<file path="src/rtl/ram_word_loader_if.sv">
// Bundle between the byte-stream host, the 16-bit RAM write port and the word loader.
// master = the loader itself; slave = the host/RAM side that drives the request and the byte stream.
interface ram_word_loader_if #(
    parameter int unsigned ADDR_W = 8
) ();
    logic              start;
    logic [ADDR_W-1:0] base;
    logic [ADDR_W:0]   length;
    logic [7:0]        rx_data;
    logic              rx_valid;
    logic [ADDR_W-1:0] ram_address;
    logic [15:0]       ram_in;
    logic              ram_load;
    logic              busy;
    logic              done;
    logic              error;
    logic [15:0]       checksum;
    logic [ADDR_W:0]   words;

    modport master (
        input  start, base, length, rx_data, rx_valid,
        output ram_address, ram_in, ram_load, busy, done, error, checksum, words
    );

    modport slave (
        output start, base, length, rx_data, rx_valid,
        input  ram_address, ram_in, ram_load, busy, done, error, checksum, words
    );
endinterface

</file>
<file path="src/rtl/ram_word_loader.sv">
// Packs a UART byte stream (high byte first) into 16-bit words written to consecutive RAM
// addresses, with running checksum, word count and an inter-byte timeout abort.
module ram_word_loader #(
    parameter int unsigned ADDR_W  = 8,
    parameter int unsigned TIMEOUT = 50000
) (
    input logic                 clk,
    input logic                 rst_n,
    ram_word_loader_if.master   bus
);
    localparam int unsigned TimerW = $clog2(TIMEOUT);
    localparam logic [TimerW-1:0] TimerMax = TimerW'(TIMEOUT - 1);
    localparam logic [ADDR_W:0] RemOne = {{ADDR_W{1'b0}}, 1'b1};

    typedef enum logic [1:0] {StIdle, StHi, StLo, StWr} state_e;

    state_e            state_q, state_d;
    logic [ADDR_W-1:0] ptr_q, ptr_d;
    logic [ADDR_W:0]   rem_q, rem_d;
    logic [7:0]        hi_q, hi_d;
    logic [TimerW-1:0] timer_q, timer_d;
    logic [ADDR_W-1:0] addr_q, addr_d;
    logic [15:0]       data_q, data_d;
    logic [15:0]       sum_q, sum_d;
    logic [ADDR_W:0]   words_q, words_d;
    logic              err_q, err_d;
    logic              done_q, done_d;

    always_comb begin
        state_d = state_q;
        ptr_d   = ptr_q;
        rem_d   = rem_q;
        hi_d    = hi_q;
        timer_d = timer_q;
        addr_d  = addr_q;
        data_d  = data_q;
        sum_d   = sum_q;
        words_d = words_q;
        err_d   = err_q;
        done_d  = 1'b0;
        unique case (state_q)
            StIdle: begin
                if (bus.start) begin
                    ptr_d   = bus.base;
                    rem_d   = bus.length;
                    sum_d   = '0;
                    words_d = '0;
                    err_d   = 1'b0;
                    timer_d = '0;
                    if (bus.length == '0) begin
                        done_d = 1'b1;
                    end else begin
                        state_d = StHi;
                    end
                end
            end
            StHi, StLo: begin
                if (bus.rx_valid) begin
                    timer_d = '0;
                    if (state_q == StHi) begin
                        hi_d    = bus.rx_data;
                        state_d = StLo;
                    end else begin
                        data_d  = {hi_q, bus.rx_data};
                        addr_d  = ptr_q;
                        state_d = StWr;
                    end
                end else if (timer_q == TimerMax) begin
                    // Abort: a half-received word is dropped, counters keep their values.
                    err_d   = 1'b1;
                    state_d = StIdle;
                end else begin
                    timer_d = timer_q + 1'b1;
                end
            end
            StWr: begin
                ptr_d   = ptr_q + 1'b1;
                words_d = words_q + 1'b1;
                sum_d   = sum_q + data_q;
                rem_d   = rem_q - 1'b1;
                timer_d = '0;
                if (rem_q == RemOne) begin
                    done_d  = 1'b1;
                    state_d = StIdle;
                end else if (bus.rx_valid) begin
                    // A byte arriving during the write strobe is the next high byte.
                    hi_d    = bus.rx_data;
                    state_d = StLo;
                end else begin
                    state_d = StHi;
                end
            end
            default: state_d = StIdle;
        endcase
    end

    always_ff @(posedge clk or negedge rst_n) begin
        if (!rst_n) begin
            state_q <= StIdle;
            ptr_q   <= '0;
            rem_q   <= '0;
            hi_q    <= '0;
            timer_q <= '0;
            addr_q  <= '0;
            data_q  <= '0;
            sum_q   <= '0;
            words_q <= '0;
            err_q   <= 1'b0;
            done_q  <= 1'b0;
        end else begin
            state_q <= state_d;
            ptr_q   <= ptr_d;
            rem_q   <= rem_d;
            hi_q    <= hi_d;
            timer_q <= timer_d;
            addr_q  <= addr_d;
            data_q  <= data_d;
            sum_q   <= sum_d;
            words_q <= words_d;
            err_q   <= err_d;
            done_q  <= done_d;
        end
    end

    // Decoded from the state flop so reset drops the write strobe immediately.
    assign bus.ram_load    = (state_q == StWr);
    assign bus.busy        = (state_q != StIdle);
    assign bus.ram_address = addr_q;
    assign bus.ram_in      = data_q;
    assign bus.done        = done_q;
    assign bus.error       = err_q;
    assign bus.checksum    = sum_q;
    assign bus.words       = words_q;
endmodule

</file>
<file path="src/flat_wrapper.sv">
// flat-port wrapper written by rule: the top's interface ports become plain ports
module ram_word_loader_flat 
#(
    parameter int unsigned ADDR_W  = 8,
    parameter int unsigned TIMEOUT = 50000
)
  (clk, rst_n, bus_start, bus_base, bus_length, bus_rx_data, bus_rx_valid, bus_ram_address, bus_ram_in, bus_ram_load, bus_busy, bus_done, bus_error, bus_checksum, bus_words);
  ram_word_loader_if #(.ADDR_W(ADDR_W)) bus_i ();
  input logic clk;
  input logic rst_n;
  input wire logic [$bits(bus_i.start)-1:0] bus_start;
  input wire logic [$bits(bus_i.base)-1:0] bus_base;
  input wire logic [$bits(bus_i.length)-1:0] bus_length;
  input wire logic [$bits(bus_i.rx_data)-1:0] bus_rx_data;
  input wire logic [$bits(bus_i.rx_valid)-1:0] bus_rx_valid;
  output wire logic [$bits(bus_i.ram_address)-1:0] bus_ram_address;
  output wire logic [$bits(bus_i.ram_in)-1:0] bus_ram_in;
  output wire logic [$bits(bus_i.ram_load)-1:0] bus_ram_load;
  output wire logic [$bits(bus_i.busy)-1:0] bus_busy;
  output wire logic [$bits(bus_i.done)-1:0] bus_done;
  output wire logic [$bits(bus_i.error)-1:0] bus_error;
  output wire logic [$bits(bus_i.checksum)-1:0] bus_checksum;
  output wire logic [$bits(bus_i.words)-1:0] bus_words;
  assign bus_i.start = bus_start;
  assign bus_i.base = bus_base;
  assign bus_i.length = bus_length;
  assign bus_i.rx_data = bus_rx_data;
  assign bus_i.rx_valid = bus_rx_valid;
  assign bus_ram_address = bus_i.ram_address;
  assign bus_ram_in = bus_i.ram_in;
  assign bus_ram_load = bus_i.ram_load;
  assign bus_busy = bus_i.busy;
  assign bus_done = bus_i.done;
  assign bus_error = bus_i.error;
  assign bus_checksum = bus_i.checksum;
  assign bus_words = bus_i.words;
  ram_word_loader #(.ADDR_W(ADDR_W), .TIMEOUT(TIMEOUT)) u_core (.clk(clk), .rst_n(rst_n), .bus(bus_i));
endmodule
</file>
<file path="config.mk">
export PLATFORM = sky130hd
export DESIGN_NAME = ram_word_loader_flat
export DESIGN_NICKNAME = d
export VERILOG_FILES = /design/src/rtl/ram_word_loader_if.sv /design/src/rtl/ram_word_loader.sv /design/src/flat_wrapper.sv
export SDC_FILE = /design/constraint.sdc
export NUM_CORES = 1
export LEC_CHECK = 0
export BUFFER_PORTS_ARGS = -buffer_cell sky130_fd_sc_hd__buf_2
export CORE_ASPECT_RATIO = 1.75
export CORE_MARGIN = 4
export CORE_UTILIZATION = 40
export DETAILED_ROUTE_END_ITERATION = 8
export PLACE_DENSITY = 0.69
export SLEW_MARGIN = 20
export SYNTH_ARGS = -nofsm -noshare
export SYNTH_HDL_FRONTEND = slang
export SYNTH_SLANG_ARGS = --single-unit
</file>
<file path="constraint.sdc">
create_clock -name clk -period 2.9 [get_ports clk]
set_input_delay 0.435 -clock clk [delete_from_list [all_inputs] [get_ports clk]]
set_output_delay 0.435 -clock clk [all_outputs]
set_load 0.01 [all_outputs]
</file>
== After elaboration in Yosys (flattened, before gate mapping) ==
Index checks and enable logic that the tools add are counted.
Operators by class
  eq/ne operators: 15
  reductions and logical operators: 13
  $mul: 0
  div/mod/pow operators: 0
  bitwise operators: 1
  magnitude comparators: 0
  add/subtract/negate cells: 5
  multiplexer cells: 32
  shift-type cells: 0
Operators with widths (count)
  16-bit two-way mux: 3
  16-bit one-hot mux with 3 select lines: 1
  8-bit two-way mux: 5
  9-bit one-hot mux with 2 select lines: 2
  16-bit one-hot mux with 2 select lines: 1
  8-bit one-hot mux with 2 select lines: 2
  9-bit two-way mux: 2
  16-bit by 1-bit adder with 16-bit output, second input constant: 1
  16-bit adder: 1
  16-bit equality test, second input constant: 1
  2-bit two-way mux: 6
  2-bit != test, second input constant: 6
  9-bit by 1-bit adder with 9-bit output, second input constant: 1
  9-bit by 1-bit equality test with 1-bit output, second input constant: 1
  9-bit logical NOT: 1
  9-bit by 1-bit subtractor with 9-bit output, second input constant: 1
  8-bit by 1-bit adder with 8-bit output, second input constant: 1
  2-bit nonzero test: 4
  1-bit two-way mux: 7
  2-bit one-hot mux with 3 select lines: 1
  3-bit AND reduction: 2
  5-bit AND reduction: 1
  2-bit equality test, second input constant: 2
  2-bit by 1-bit != test with 1-bit output, second input constant: 2
  9 further kinds: 11
Storage, ports and cells
  bits in latches: 0
  output and inout bits: 53
  RAM bits: 0
  memory bits (read-only): 0
  memories kept: 0
  register bits: 94

== Logic depth before layout (Yosys ltp) ==
Gate-level depths: netlist of run 1.
  word-level depth: 4
  depth in mapped cells: 10
  depth with buffers taken out: 9

== Worst setup path after synthesis of run 1 ==
OpenSTA, ideal clock, no wires.
  kind: reg2reg
  start point: reg u_core.sum_q[0], in the netlist u_core.bus.checksum[0]
  end point: reg u_core.sum_q[14], in the netlist u_core.bus.checksum[14]
  data required time: 2.778 ns
  library setup time: 0.122 ns
  stages on the path, launching flop included: 10
  clock period less this slack: 2.289 ns
  slack: 0.611 ns
  arrival time: 2.168 ns
  path through: dfrtp_1 > ha_1 > inv_1 > fa_1 > nor2b_1 > o21ai_0 > a21bo_2 > a2111oi_2 > o21ai_0 > a32o_1
On the way
  word-level cells in the longest chain between the ends: 2
Ends and longest elaborated chain
  start, declared: line ram_word_loader.sv:24  | logic [15:0] sum_q, sum_d;
  start signal, assigned: line ram_word_loader.sv:118  | sum_q <= sum_d;
  16-bit adder: line ram_word_loader.sv:79  | sum_d = sum_q + data_q;
  16-bit one-hot mux with 2 select lines: line ram_word_loader.sv:41  | unique case (state_q)
No other way between the ends.
A chain may end at the register's enable or synchronous reset.

== Worst setup path after layout of run 1 ==
  start point: reg u_core.state_q[0]
  end point: reg u_core.timer_q[15]
On the way
  word-level cells in the longest chain between the ends: 4
Ends and longest elaborated chain
  start, declared: line ram_word_loader.sv:17  | state_e state_q, state_d;
  start signal, assigned: line ram_word_loader.sv:99  | state_q <= StIdle;
  start signal, assigned: line ram_word_loader.sv:111  | state_q <= state_d;
  2-bit equality test or 2-bit by 1-bit equality test with 1-bit output (tied branches): line ram_word_loader.sv:41
  2-bit OR reduction: line ram_word_loader.sv:41
  3-bit != test (no source line)
  2-bit AND reduction (no source line)
  end signal, assigned: line ram_word_loader.sv:115  | timer_q <= timer_d;
  end, declared: line ram_word_loader.sv:21  | logic [TimerW-1:0] timer_q, timer_d;
Parallel ways exist; a longest one is shown, timed or not.

==> impl_metrics.xml, run 1 <==
<?xml version="1.0" encoding="UTF-8"?>
<metrics>
  <group name="route">
    <metric name="wire_per_inst" unit="um">17.13</metric>
    <metric name="detailedRoute.firstPassIterationCount" unit="">5</metric>
    <metric name="drt_first_iter_violations" unit="">268</metric>
    <metric name="overall_via_count_from_detail_route" unit="">4355</metric>
    <metric name="route.antenna.remaining_nets" unit="">0</metric>
    <metric name="drc_errors" unit="">0</metric>
    <metric name="drt-total-wl" unit="um">13500</metric>
    <metric name="route.detailed.vias_per_inst" unit="">5.527</metric>
  </group>
  <group name="pwr">
    <metric name="p_switching" unit="uW">2765</metric>
    <metric name="irDropWorstVdd" unit="mV">0.5497</metric>
    <metric name="power.switching_fraction" unit="%">41.55</metric>
    <metric name="power_per_cell_area" unit="mW/mm^2">1089</metric>
    <metric name="combinationalPowerShare" unit="%">46.8</metric>
    <metric name="power_frac_clock" unit="%">19.7</metric>
    <metric name="power.internal" unit="uW">3890</metric>
    <metric name="p_seq_share" unit="%">33.5</metric>
    <metric name="leak_pwr" unit="uW">0.002851</metric>
  </group>
  <group name="place">
    <metric name="dp.final_hpwl" unit="um">10120</metric>
    <metric name="finalWeightedCongestion" unit="">0.8481</metric>
    <metric name="placed_cells" unit="">772</metric>
    <metric name="io_buffer_count" unit="">81</metric>
    <metric name="placement.cell_area" unit="mm^2">0.005783</metric>
  </group>
  <group name="finish">
    <metric name="final_cell_count_no_fill" unit="">788</metric>
    <metric name="design.final.nets" unit="">669</metric>
    <metric name="layout.cell_area.non_filler" unit="mm^2">0.006113</metric>
    <metric name="antenna_cells" unit="">0</metric>
    <metric name="area_growth_from_synthesis_to_layout" unit="%">18.13</metric>
    <metric name="drive_above_1_share" unit="%">24.03</metric>
  </group>
  <group name="sta">
    <metric name="hold_viol_final" unit="">0</metric>
    <metric name="slew_headroom" unit="%">42.31</metric>
    <metric name="timing.final.max_slew_violations" unit="">0</metric>
    <metric name="actual_slew_at_the_worst_max_slew_pin" unit="ns">0.8622</metric>
    <metric name="timing.final.setup_violations" unit="">0</metric>
    <metric name="finalSetupTns" unit="ns">0</metric>
    <metric name="timing.clock.skew" unit="ns">0.01258</metric>
    <metric name="fin_crit_sh" unit="%">86.28</metric>
    <metric name="rsz_0062_raised_after_global_routing" unit="">no</metric>
    <metric name="fin_crit" unit="ns">2.502</metric>
    <metric name="achievable-frequency" unit="MHz">399.6</metric>
  </group>
  <group name="critical_path">
    <metric name="crit_path_start" unit="">u_core.state_q[0]$_DFFE_PN0P_</metric>
    <metric name="r2r-start" unit="">u_core.state_q[0]$_DFFE_PN0P_</metric>
    <metric name="crit_path_required_time" unit="ns">3.09</metric>
    <metric name="rrSetupSlack" unit="ns">0.40</metric>
    <metric name="timing.critical_path.arrival" unit="ns">2.70</metric>
    <metric name="critical_path_class" unit="">reg2reg</metric>
    <metric name="crit_path_end" unit="">u_core.timer_q[15]$_DFFE_PN0P_</metric>
    <metric name="critPathSlowestCell" unit="">nor2_2</metric>
    <metric name="cp_cell_sequence" unit="">inv_1 -&gt; ha_1 -&gt; nor2b_1 -&gt; nor2_2 -&gt; o2111a_2 -&gt; nand4_1 -&gt; xor2_1 -&gt; nor2_1</metric>
    <metric name="endpoint_kind" unit="">flop</metric>
    <metric name="critical_path.max_stage_delay" unit="ns">0.58</metric>
    <metric name="r2r_end" unit="">u_core.timer_q[15]$_DFFE_PN0P_</metric>
    <metric name="worst_setup_path_start_kind" unit="">flop</metric>
    <metric name="timing.critical_path.fanout_max" unit="">18</metric>
    <metric name="depth_of_the_worst_register_to_register_path" unit="">8</metric>
  </group>
  <group name="floorplan">
    <metric name="die_y" unit="um">158.5</metric>
    <metric name="core_region_area" unit="mm^2">0.01257</metric>
    <metric name="io_pins" unit="">82</metric>
    <metric name="rows" unit="">54</metric>
    <metric name="initial_utilization" unit="%">41.18</metric>
    <metric name="die-area" unit="mm^2">0.01489</metric>
    <metric name="die_x" unit="um">93.98</metric>
  </group>
  <group name="clocking">
    <metric name="post_cts_hold_buffer_count" unit="">0</metric>
    <metric name="cts_num_sinks" unit="">94</metric>
    <metric name="clock_tree.buffer_depth" unit="">2</metric>
    <metric name="post_cts_buffers" unit="">0</metric>
    <metric name="clk_transition_reported_paths" unit="ns">0.07</metric>
    <metric name="cts_tree" unit="">yes</metric>
    <metric name="clock_latency" unit="ns">0.35</metric>
    <metric name="cts_buffers" unit="">9</metric>
    <metric name="cts_htree_levels" unit="">3</metric>
    <metric name="root_buffer" unit="">clkbuf_16</metric>
    <metric name="post_cts.resized_instances" unit="">0</metric>
  </group>
  <group name="yosys">
    <metric name="post_synthesis_net_count" unit="">588</metric>
    <metric name="ys_top_cells_by_area" unit="">dfrtp_1, mux2_2, ha_1</metric>
    <metric name="yosys_most_used_dff" unit="">dfrtp_1</metric>
    <metric name="synth_warnings" unit="">0</metric>
    <metric name="yosysTopAreaCellShare" unit="%">45.45</metric>
    <metric name="synth_sequential_area_ratio" unit="%">45.45</metric>
    <metric name="yosys_register_bits" unit="">94</metric>
    <metric name="postSynthAreaPerCell" unit="um^2">9.691</metric>
    <metric name="post_synthesis_instance_area" unit="mm^2">0.005175</metric>
    <metric name="synthCells" unit="">534</metric>
    <metric name="yosysUniqueCellTypes" unit="">60</metric>
    <metric name="share_of_flip_flops_with_an_asynchronous_set_or_reset" unit="%">100.0</metric>
    <metric name="synth-edff-count" unit="">0</metric>
    <metric name="synthDominantAreaCellType" unit="">dfrtp_1</metric>
  </group>
  <group name="grt">
    <metric name="grt_use_total" unit="%">19.27</metric>
    <metric name="antenna_found_initial" unit="">0</metric>
    <metric name="globalRoute.totalOverflow" unit="">0</metric>
    <metric name="grt_first_pass_wirelength" unit="um">22460</metric>
    <metric name="grt_start_max_net_pins" unit="">53</metric>
    <metric name="vias_in_the_first_global_route" unit="">4537</metric>
  </group>
  <group name="min_path">
    <metric name="worstHoldPathType" unit="">in2async</metric>
  </group>
  <group name="status">
    <metric name="run_status" unit="">complete, no violations</metric>
  </group>
  <group name="run">
    <metric name="number_of_max_cap_violations" unit="">0</metric>
  </group>
</metrics>
-- worst max-delay path: cells and delay by family, from the launching register on --
| family | cells | cell delay (ns) |
|---|---|---|
| adder cells (fa/ha/maj) | 1 | 0.32 |
| flip-flops | 1 | 0.39 |
| XOR/XNOR | 1 | 0.15 |
| AND/OR/NAND/NOR | 4 | 1.01 |
| buffers and inverters | 1 | 0.09 |
| AO/OA/AOI/OAI | 1 | 0.39 |
-- cells by family after synthesis --
family | Yosys count | synth area share, %
muxes | 34 | 7.350
adders and majority gates | 25 | 6.190
DFF | 94 | 45.45
buffers and inverters | 43 | 3.336
AOI/OAI and AO/OA | 133 | 16.01
and+or+nand+nor | 181 | 17.60
xor gates and xnor gates | 24 | 4.062
-- sequential cells by signal (all words and copies together) (netlist names) --
name and cells:
u_core.bus.checksum 16, u_core.bus.ram_address 8, u_core.bus.error 1, u_core.timer_q 16
u_core.rem_q 9, u_core.state_q 2, u_core.bus.words 9, u_core.ptr_q 8
u_core.hi_q 8, u_core.bus.ram_in 16, u_core.bus.done 1
-- cells in the final DEF (no fill, tap or decap), types with 11 or more instances in the layout --
cell type,synthesis,final
a21oi_1,38,38
a31oi_1,11,11
and3_1,15,15
buf_2,2,80
dfrtp_1,94,94
ha_1,24,24
inv_1,24,24
mux2_2,32,32
nand2_1,41,41
nand3_1,25,25
nor2_1,54,54
o21ai_0,36,36
xor2_1,17,17
-- stage by stage --
step | worst slack, ns | total power [uW] | util [%] | hold slack [ns]
after detailed placement | 0.4337 | 5371 | 46.02 | 0.4769
after CTS | 0.4061 | 6715 | 48.65 | 0.1022
after global routing | 0.1650 | 7195 | 48.65 | 0.1215
after floorplan | 0.6109 | 4367 | - | 0.1394
final | 0.3978 | 6655 | 48.65 | 0.08219
after global placement | 0.5276 | 5270 | 46.02 | 0.4710
-- power groups by stage --
stage | sequential [uW] | clock (uW) | combinational, uW
5_1_grt | 2300 | 1400 | 3490
6_report | 2230 | 1310 | 3110
3_5_place_dp | 2250 | 0 | 3120
2_1_floorplan | 2250 | 0 | 2120
4_1_cts | 2230 | 1340 | 3140
3_3_place_gp | 2230 | 0 | 3040
-- layer usage --
layer / track usage (%) / vias to the layer above / routed length (um)
met5: 0 / - / 0
met4: 9.848 / 0 / 422
met2: 33.51 / 113 / 7235
met1: 21.24 / 2126 / 5079
li1: - / 2089 / -
met3: 5.390 / 27 / 761
-- cell usage after synthesis, drive strengths merged, types with 4 or more instances --
cell,n
a21o,6
a21oi,38
a31oi,11
and3,15
buf,4
clkbuf,14
dfrtp,94
ha,24
inv,25
mux2,32
nand2,41
nand3,25
nand4,10
nor2,55
nor2b,4
nor3,6
nor4,4
o21ai,39
o22ai,10
or3,7
xnor2,7
xor2,17
-- layout make-up --
| cell class | count | area (um^2) |
|---|---|---|
| Tap cell | 168 | 210.2 |
| Clock buffer | 10 | 239.0 |
| Multi-Input combinational cell | 397 | 2654 |
| Inverter | 25 | 93.84 |
| Clock inverter | 6 | 91.34 |
| Timing Repair Buffer | 88 | 473.0 |
| Fill cell | 1205 | 6454 |
| Sequential cell | 94 | 2352 |
-- how the worst min path moves through the flow --
stage | to | startpoint
6_report | u_core.bus.words[6]$_DFFE_PN0P_ | rst_n
5_1_grt | u_core.bus.words[5]$_DFFE_PN0P_ | rst_n
4_1_cts | u_core.bus.words[7]$_DFFE_PN0P_ | rst_n
3_5_place_dp | u_core.bus.words[7]$_DFFE_PN0P_ | rst_n
3_3_place_gp | u_core.bus.words[5]$_DFFE_PN0P_ | rst_n
2_1_floorplan | u_core.bus.checksum[0]$_DFFE_PN0P_ | rst_n
Note: power is estimated with default switching activity, not from simulation.
==> inputs of run 2 (changes only) <==
- CELL_PAD_IN_SITES_DETAIL_PLACEMENT: unset -> 2
- CELL_PAD_IN_SITES_GLOBAL_PLACEMENT: unset -> 2
- CORE_UTILIZATION: 40 -> 36
- PLACE_DENSITY: 0.69 -> 0.9
==> impl_metrics.xml, run 2 (synthesis results as in run 1) <==
<?xml version="1.0" encoding="UTF-8"?>
<metrics>
  <group name="status">
    <metric name="run_status" unit="">complete, no violations</metric>
  </group>
  <group name="clocking">
    <metric name="cts_num_sinks" unit="">94</metric>
    <metric name="post_cts_hold_buffer_count" unit="">0</metric>
    <metric name="cts_tree" unit="">yes</metric>
    <metric name="clock_latency" unit="ns">0.35</metric>
    <metric name="clock_tree.buffer_depth" unit="">2</metric>
    <metric name="cts_buffers" unit="">9</metric>
    <metric name="clk_transition_reported_paths" unit="ns">0.08</metric>
    <metric name="post_cts_buffers" unit="">0</metric>
    <metric name="cts_htree_levels" unit="">3</metric>
    <metric name="root_buffer" unit="">clkbuf_16</metric>
    <metric name="post_cts.resized_instances" unit="">0</metric>
  </group>
  <group name="critical_path">
    <metric name="timing.critical_path.fanout_max" unit="">18</metric>
    <metric name="timing.critical_path.arrival" unit="ns">2.94</metric>
    <metric name="endpoint_kind" unit="">flop</metric>
    <metric name="rrSetupSlack" unit="ns">0.15</metric>
    <metric name="r2r-start" unit="">u_core.state_q[0]$_DFFE_PN0P_</metric>
    <metric name="worst_setup_path_start_kind" unit="">flop</metric>
    <metric name="crit_path_required_time" unit="ns">3.09</metric>
    <metric name="crit_path_start" unit="">u_core.state_q[0]$_DFFE_PN0P_</metric>
    <metric name="crit_path_end" unit="">u_core.timer_q[15]$_DFFE_PN0P_</metric>
    <metric name="depth_of_the_worst_register_to_register_path" unit="">8</metric>
    <metric name="r2r_end" unit="">u_core.timer_q[15]$_DFFE_PN0P_</metric>
    <metric name="critical_path_class" unit="">reg2reg</metric>
  </group>
  <group name="pwr">
    <metric name="power_per_cell_area" unit="mW/mm^2">1151</metric>
    <metric name="irDropWorstVdd" unit="mV">0.4974</metric>
    <metric name="total_power" unit="uW">7057</metric>
    <metric name="leak_pwr" unit="uW">0.002856</metric>
  </group>
  <group name="sta">
    <metric name="fin_crit_sh" unit="%">94.82</metric>
    <metric name="timing.final.setup_violations" unit="">0</metric>
    <metric name="slew_headroom" unit="%">37.39</metric>
    <metric name="timing.final.max_slew_violations" unit="">0</metric>
    <metric name="finalSetupTns" unit="ns">0</metric>
    <metric name="achievable-frequency" unit="MHz">363.7</metric>
    <metric name="timing.clock.skew" unit="ns">0.009356</metric>
    <metric name="fin_crit" unit="ns">2.750</metric>
    <metric name="actual_slew_at_the_worst_max_slew_pin" unit="ns">0.9356</metric>
    <metric name="fin_worst_hold_slack" unit="ns">0.05060</metric>
    <metric name="rsz_0062_raised_after_global_routing" unit="">no</metric>
    <metric name="hold_viol_final" unit="">0</metric>
  </group>
  <group name="floorplan">
    <metric name="die_y" unit="um">166.6</metric>
    <metric name="initial_utilization" unit="%">37.02</metric>
    <metric name="die-area" unit="mm^2">0.01643</metric>
    <metric name="rows" unit="">57</metric>
    <metric name="core_region_area" unit="mm^2">0.01398</metric>
    <metric name="die_x" unit="um">98.63</metric>
    <metric name="io_pins" unit="">82</metric>
  </group>
  <group name="finish">
    <metric name="multi_input_area" unit="mm^2">0.002654</metric>
    <metric name="ff_latch_area" unit="mm^2">0.002352</metric>
    <metric name="filler_cell_count" unit="">1531</metric>
    <metric name="layout.cell_area.non_filler" unit="mm^2">0.006133</metric>
    <metric name="antenna_cells" unit="">0</metric>
    <metric name="final_common_cell" unit="">dfrtp_1</metric>
    <metric name="area_growth_from_synthesis_to_layout" unit="%">18.52</metric>
    <metric name="drive_above_1_share" unit="%">24.40</metric>
    <metric name="design.final.nets" unit="">672</metric>
    <metric name="final_cell_mix" unit="">dfrtp_1, buf_2, nor2_1, nand2_1, a21oi_1</metric>
  </group>
  <group name="grt">
    <metric name="grt_use_total" unit="%">23.66</metric>
    <metric name="grt_start_max_net_pins" unit="">59</metric>
    <metric name="vias_in_the_first_global_route" unit="">5366</metric>
    <metric name="globalRoute.totalOverflow" unit="">0</metric>
    <metric name="antenna_found_initial" unit="">0</metric>
    <metric name="grt_first_pass_wirelength" unit="um">30590</metric>
  </group>
  <group name="place">
    <metric name="finalWeightedCongestion" unit="">0.8681</metric>
    <metric name="placement.cell_area" unit="mm^2">0.005817</metric>
    <metric name="dp.final_hpwl" unit="um">13770</metric>
    <metric name="io_buffer_count" unit="">81</metric>
  </group>
  <group name="route">
    <metric name="drt-total-wl" unit="um">19290</metric>
    <metric name="route.detailed.vias_per_inst" unit="">5.839</metric>
    <metric name="drc_errors" unit="">0</metric>
    <metric name="route.antenna.remaining_nets" unit="">0</metric>
    <metric name="detailedRoute.firstPassIterationCount" unit="">4</metric>
    <metric name="wire_per_inst" unit="um">24.11</metric>
    <metric name="overall_via_count_from_detail_route" unit="">4671</metric>
    <metric name="drt_first_iter_violations" unit="">202</metric>
  </group>
  <group name="run">
    <metric name="number_of_max_cap_violations" unit="">0</metric>
  </group>
  <group name="min_path">
    <metric name="worstHoldPathType" unit="">in2async</metric>
  </group>
</metrics>
## run 2: cell count changes in the layout (fill, tap and decap cells not counted), sizes merged
cell	previous run	this run
clkinv	2	1
bufinv	2	1
clkinvlp	0	1
buf	88	91
inv	27	28
## run 2: worst min-delay path by stage
stage | endpoint | slack [ns] | cells after the start
floorplan | u_core.bus.checksum[0]$_DFFE_PN0P_ | 0.14 | 0
global placement | u_core.rem_q[4]$_DFFE_PN0P_ | 0.43 | 1
detailed placement | u_core.rem_q[4]$_DFFE_PN0P_ | 0.44 | 1
CTS | u_core.rem_q[4]$_DFFE_PN0P_ | 0.06 | 1
global route | u_core.rem_q[4]$_DFFE_PN0P_ | 0.08 | 1
finish | u_core.rem_q[4]$_DFFE_PN0P_ | 0.05 | 1
## run 2: critical path: stages, from the launching register on
cell	delay (ns)
dfrtp_1	0.40
inv_1	0.10
ha_1	0.39
nor2b_1	0.20
nor2_2	0.60
o2111a_2	0.43
nand4_1	0.17
xor2_1	0.20
nor2_1	0.07
## run 2: area by class of cell
class | count | share of cell area [%]
Tap cell | 177 | 3.611
Inverter | 25 | 1.530
Sequential cell | 94 | 38.35
Multi-Input combinational cell | 397 | 43.27
Clock buffer | 10 | 3.896
Clock inverter | 6 | 1.265
Timing Repair Buffer | 91 | 8.078
## run 2: metrics by stage
step	std cells	worst slack (ns)	utilization, %
after global routing	800	0.02093	43.88
final	800	0.1503	43.88
after floorplan	534	0.6109	-
after global placement	784	0.5481	41.61
after CTS	800	0.1843	43.88
after detailed placement	784	0.2944	41.61
## run 2: routing by layer
metal / routed length (um) / share of wire (%) / vias up / global-route usage [%]
met5: 0 / 0 / - / 0
met2: 11090 / 57 / 133 / 45.77
met3: 672 / 3.5 / 47 / 4.311
li1: - / - / 2090 / -
met1: 6856 / 36 / 2401 / 24.14
met4: 670 / 3.5 / 0 / 10.05
## run 2: report_power, final
part / internal [uW] / switching [uW]
sequential: 1780 / 503
clock: 710 / 579
combinational: 1360 / 2120
==> inputs of run 3 (changes only) <==
- BUFFER_PORTS_ARGS: -buffer_cell sky130_fd_sc_hd__buf_2 -> -buffer_cell sky130_fd_sc_hd__buf_4
==> impl_metrics.xml, run 3 (synthesis results as in run 1) <==
<?xml version="1.0" encoding="UTF-8"?>
<metrics>
  <group name="status">
    <metric name="run_status" unit="">complete, no violations</metric>
  </group>
  <group name="route">
    <metric name="route.detailed.vias_per_inst" unit="">5.805</metric>
    <metric name="detailedRoute.firstPassIterationCount" unit="">4</metric>
    <metric name="overall_via_count_from_detail_route" unit="">4632</metric>
    <metric name="drt_first_iter_violations" unit="">222</metric>
    <metric name="route.antenna.remaining_nets" unit="">0</metric>
    <metric name="drt-total-wl" unit="um">19990</metric>
    <metric name="drc_errors" unit="">0</metric>
    <metric name="wire_per_inst" unit="um">25.05</metric>
  </group>
  <group name="grt">
    <metric name="grt_first_pass_wirelength" unit="um">31680</metric>
    <metric name="grt_start_max_net_pins" unit="">57</metric>
    <metric name="vias_in_the_first_global_route" unit="">5648</metric>
    <metric name="grt_use_total" unit="%">24.57</metric>
    <metric name="antenna_found_initial" unit="">0</metric>
    <metric name="globalRoute.totalOverflow" unit="">0</metric>
  </group>
  <group name="critical_path">
    <metric name="critical_path_class" unit="">reg2reg</metric>
    <metric name="crit_path_required_time" unit="ns">3.14</metric>
    <metric name="r2r-start" unit="">u_core.bus.ram_in[0]$_DFFE_PN0P_</metric>
    <metric name="crit_path_start" unit="">u_core.bus.ram_in[0]$_DFFE_PN0P_</metric>
    <metric name="critical_path.max_stage_delay" unit="ns">0.42</metric>
    <metric name="rrSetupSlack" unit="ns">0.25</metric>
    <metric name="timing.critical_path.arrival" unit="ns">2.89</metric>
    <metric name="cp_common_cell" unit="">o21ai_0</metric>
    <metric name="critical_path_depth" unit="">9</metric>
    <metric name="timing.critical_path.fanout_max" unit="">6</metric>
    <metric name="cp_cell_sequence" unit="">ha_1 -&gt; inv_1 -&gt; fa_1 -&gt; nor2b_1 -&gt; o21ai_0 -&gt; a21bo_2 -&gt; a2111oi_2 -&gt; o21ai_0 -&gt; a32o_1</metric>
    <metric name="endpoint_kind" unit="">flop</metric>
    <metric name="crit_path_end" unit="">u_core.bus.checksum[14]$_DFFE_PN0P_</metric>
    <metric name="worst_setup_path_start_kind" unit="">flop</metric>
    <metric name="path_delay_family" unit="">compound AO/OA/AOI/OAI gates</metric>
    <metric name="depth_of_the_worst_register_to_register_path" unit="">9</metric>
    <metric name="worstPathBufferInverterCount" unit="">1</metric>
    <metric name="r2r_end" unit="">u_core.bus.checksum[14]$_DFFE_PN0P_</metric>
    <metric name="critPathSlowestCell" unit="">fa_1</metric>
  </group>
  <group name="finish">
    <metric name="drive_above_1_share" unit="%">24.15</metric>
    <metric name="final_cell_mix" unit="">dfrtp_1, buf_4, nor2_1, nand2_1, a21oi_1</metric>
    <metric name="antenna_cells" unit="">0</metric>
    <metric name="ff_latch_area" unit="mm^2">0.002352</metric>
    <metric name="filler_cell_count" unit="">1538</metric>
    <metric name="design.final.nets" unit="">670</metric>
    <metric name="area_growth_from_synthesis_to_layout" unit="%">21.66</metric>
    <metric name="final_cell_count_no_fill" unit="">798</metric>
    <metric name="final_common_cell" unit="">dfrtp_1</metric>
    <metric name="multi_input_area" unit="mm^2">0.002659</metric>
  </group>
  <group name="place">
    <metric name="placed_cells" unit="">782</metric>
    <metric name="place_ws" unit="ns">0.3277</metric>
    <metric name="io_buffer_count" unit="">81</metric>
    <metric name="dp.final_hpwl" unit="um">13590</metric>
    <metric name="finalWeightedCongestion" unit="">0.8422</metric>
  </group>
  <group name="pwr">
    <metric name="leak_pwr" unit="uW">0.002878</metric>
    <metric name="total_power" unit="uW">7172</metric>
    <metric name="power_per_cell_area" unit="mW/mm^2">1139</metric>
    <metric name="irDropWorstVdd" unit="mV">0.5606</metric>
  </group>
  <group name="clocking">
    <metric name="cts_tree" unit="">yes</metric>
    <metric name="cts_num_sinks" unit="">94</metric>
    <metric name="clock_tree.buffer_depth" unit="">2</metric>
    <metric name="cts_buffers" unit="">9</metric>
    <metric name="root_buffer" unit="">clkbuf_16</metric>
    <metric name="clk_transition_reported_paths" unit="ns">0.07</metric>
    <metric name="clock_latency" unit="ns">0.36</metric>
    <metric name="cts_htree_levels" unit="">3</metric>
  </group>
  <group name="sta">
    <metric name="achievable-frequency" unit="MHz">377.7</metric>
    <metric name="finalSetupTns" unit="ns">0</metric>
    <metric name="setup_slack" unit="ns">0.2525</metric>
    <metric name="timing.clock.skew" unit="ns">0.01322</metric>
    <metric name="fin_worst_hold_slack" unit="ns">0.06698</metric>
    <metric name="timing.final.setup_violations" unit="">0</metric>
    <metric name="slew_headroom" unit="%">38.82</metric>
    <metric name="fin_crit" unit="ns">2.647</metric>
    <metric name="actual_slew_at_the_worst_max_slew_pin" unit="ns">0.9143</metric>
    <metric name="hold_viol_final" unit="">0</metric>
    <metric name="rsz_0062_raised_after_global_routing" unit="">no</metric>
    <metric name="timing.final.max_slew_violations" unit="">0</metric>
    <metric name="fin_crit_sh" unit="%">91.29</metric>
  </group>
  <group name="floorplan">
    <metric name="rows" unit="">57</metric>
    <metric name="io_pins" unit="">82</metric>
    <metric name="core_region_area" unit="mm^2">0.01398</metric>
    <metric name="die-area" unit="mm^2">0.01643</metric>
    <metric name="initial_utilization" unit="%">37.02</metric>
    <metric name="die_x" unit="um">98.63</metric>
    <metric name="die_y" unit="um">166.6</metric>
  </group>
  <group name="min_path">
    <metric name="worstHoldPathType" unit="">in2async</metric>
  </group>
  <group name="run">
    <metric name="number_of_max_cap_violations" unit="">0</metric>
  </group>
</metrics>
==> run 3: changes by cell type in the layout (fill, tap and decap cells not counted), sizes merged <==
cell	delta
clkinvlp	+1
inv	+1
clkinv	-1
bufinv	-1
buf	-2
==> run 3: layer usage <==
metal / global-route usage (%) / routed length, um / vias up / share of wire (%)
met3: 4.730 / 773 / 48 / 3.9
met4: 11.89 / 787 / 0 / 3.9
li1: - / - / 2087 / -
met1: 24.19 / 6983 / 2379 / 35
met2: 47.60 / 11450 / 118 / 57
met5: 0 / 0 / - / 0
==> run 3: final cells by class <==
cell class                 count  area share [%]
multi-input combinational    397           42.23
tap                          177           3.517
timing repair buffer          89           10.81
clock inverter                 6          0.7949
sequential                    94           37.36
inverter                      25           1.490
clock buffer                  10           3.796
==> run 3: report_power, final <==
group          internal [uW]  switching [uW]
Combinational           1510            2150
Sequential              1780             530
Clock                    619             588
==> run 3: per-stage QoR <==
step / utilization, % / instance area (um^2)
global placement: 42.94 / 6002
CTS: 45.01 / 6291
floorplan: - / 5175
detailed placement: 42.94 / 6002
finish: 45.04 / 6296
global route: 45.04 / 6296
==> run 3: worst min path at each step <==
stage / slack, ns / startpoint / endpoint
4_1_cts: 0.09 / rst_n / u_core.rem_q[4]$_DFFE_PN0P_
2_1_floorplan: 0.14 / rst_n / u_core.bus.checksum[0]$_DFFE_PN0P_
3_3_place_gp: 0.45 / rst_n / u_core.rem_q[4]$_DFFE_PN0P_
6_report: 0.07 / rst_n / u_core.rem_q[4]$_DFFE_PN0P_
5_1_grt: 0.10 / rst_n / u_core.rem_q[4]$_DFFE_PN0P_
3_5_place_dp: 0.47 / rst_n / u_core.rem_q[4]$_DFFE_PN0P_
==> run 3: repair_timing <==
action / in CTS / in global routing
setup buffers: 0 / 0
gates resized for setup: 0 / 1
setup endpoints to repair: 0 / 2
hold buffers: 0 / 0
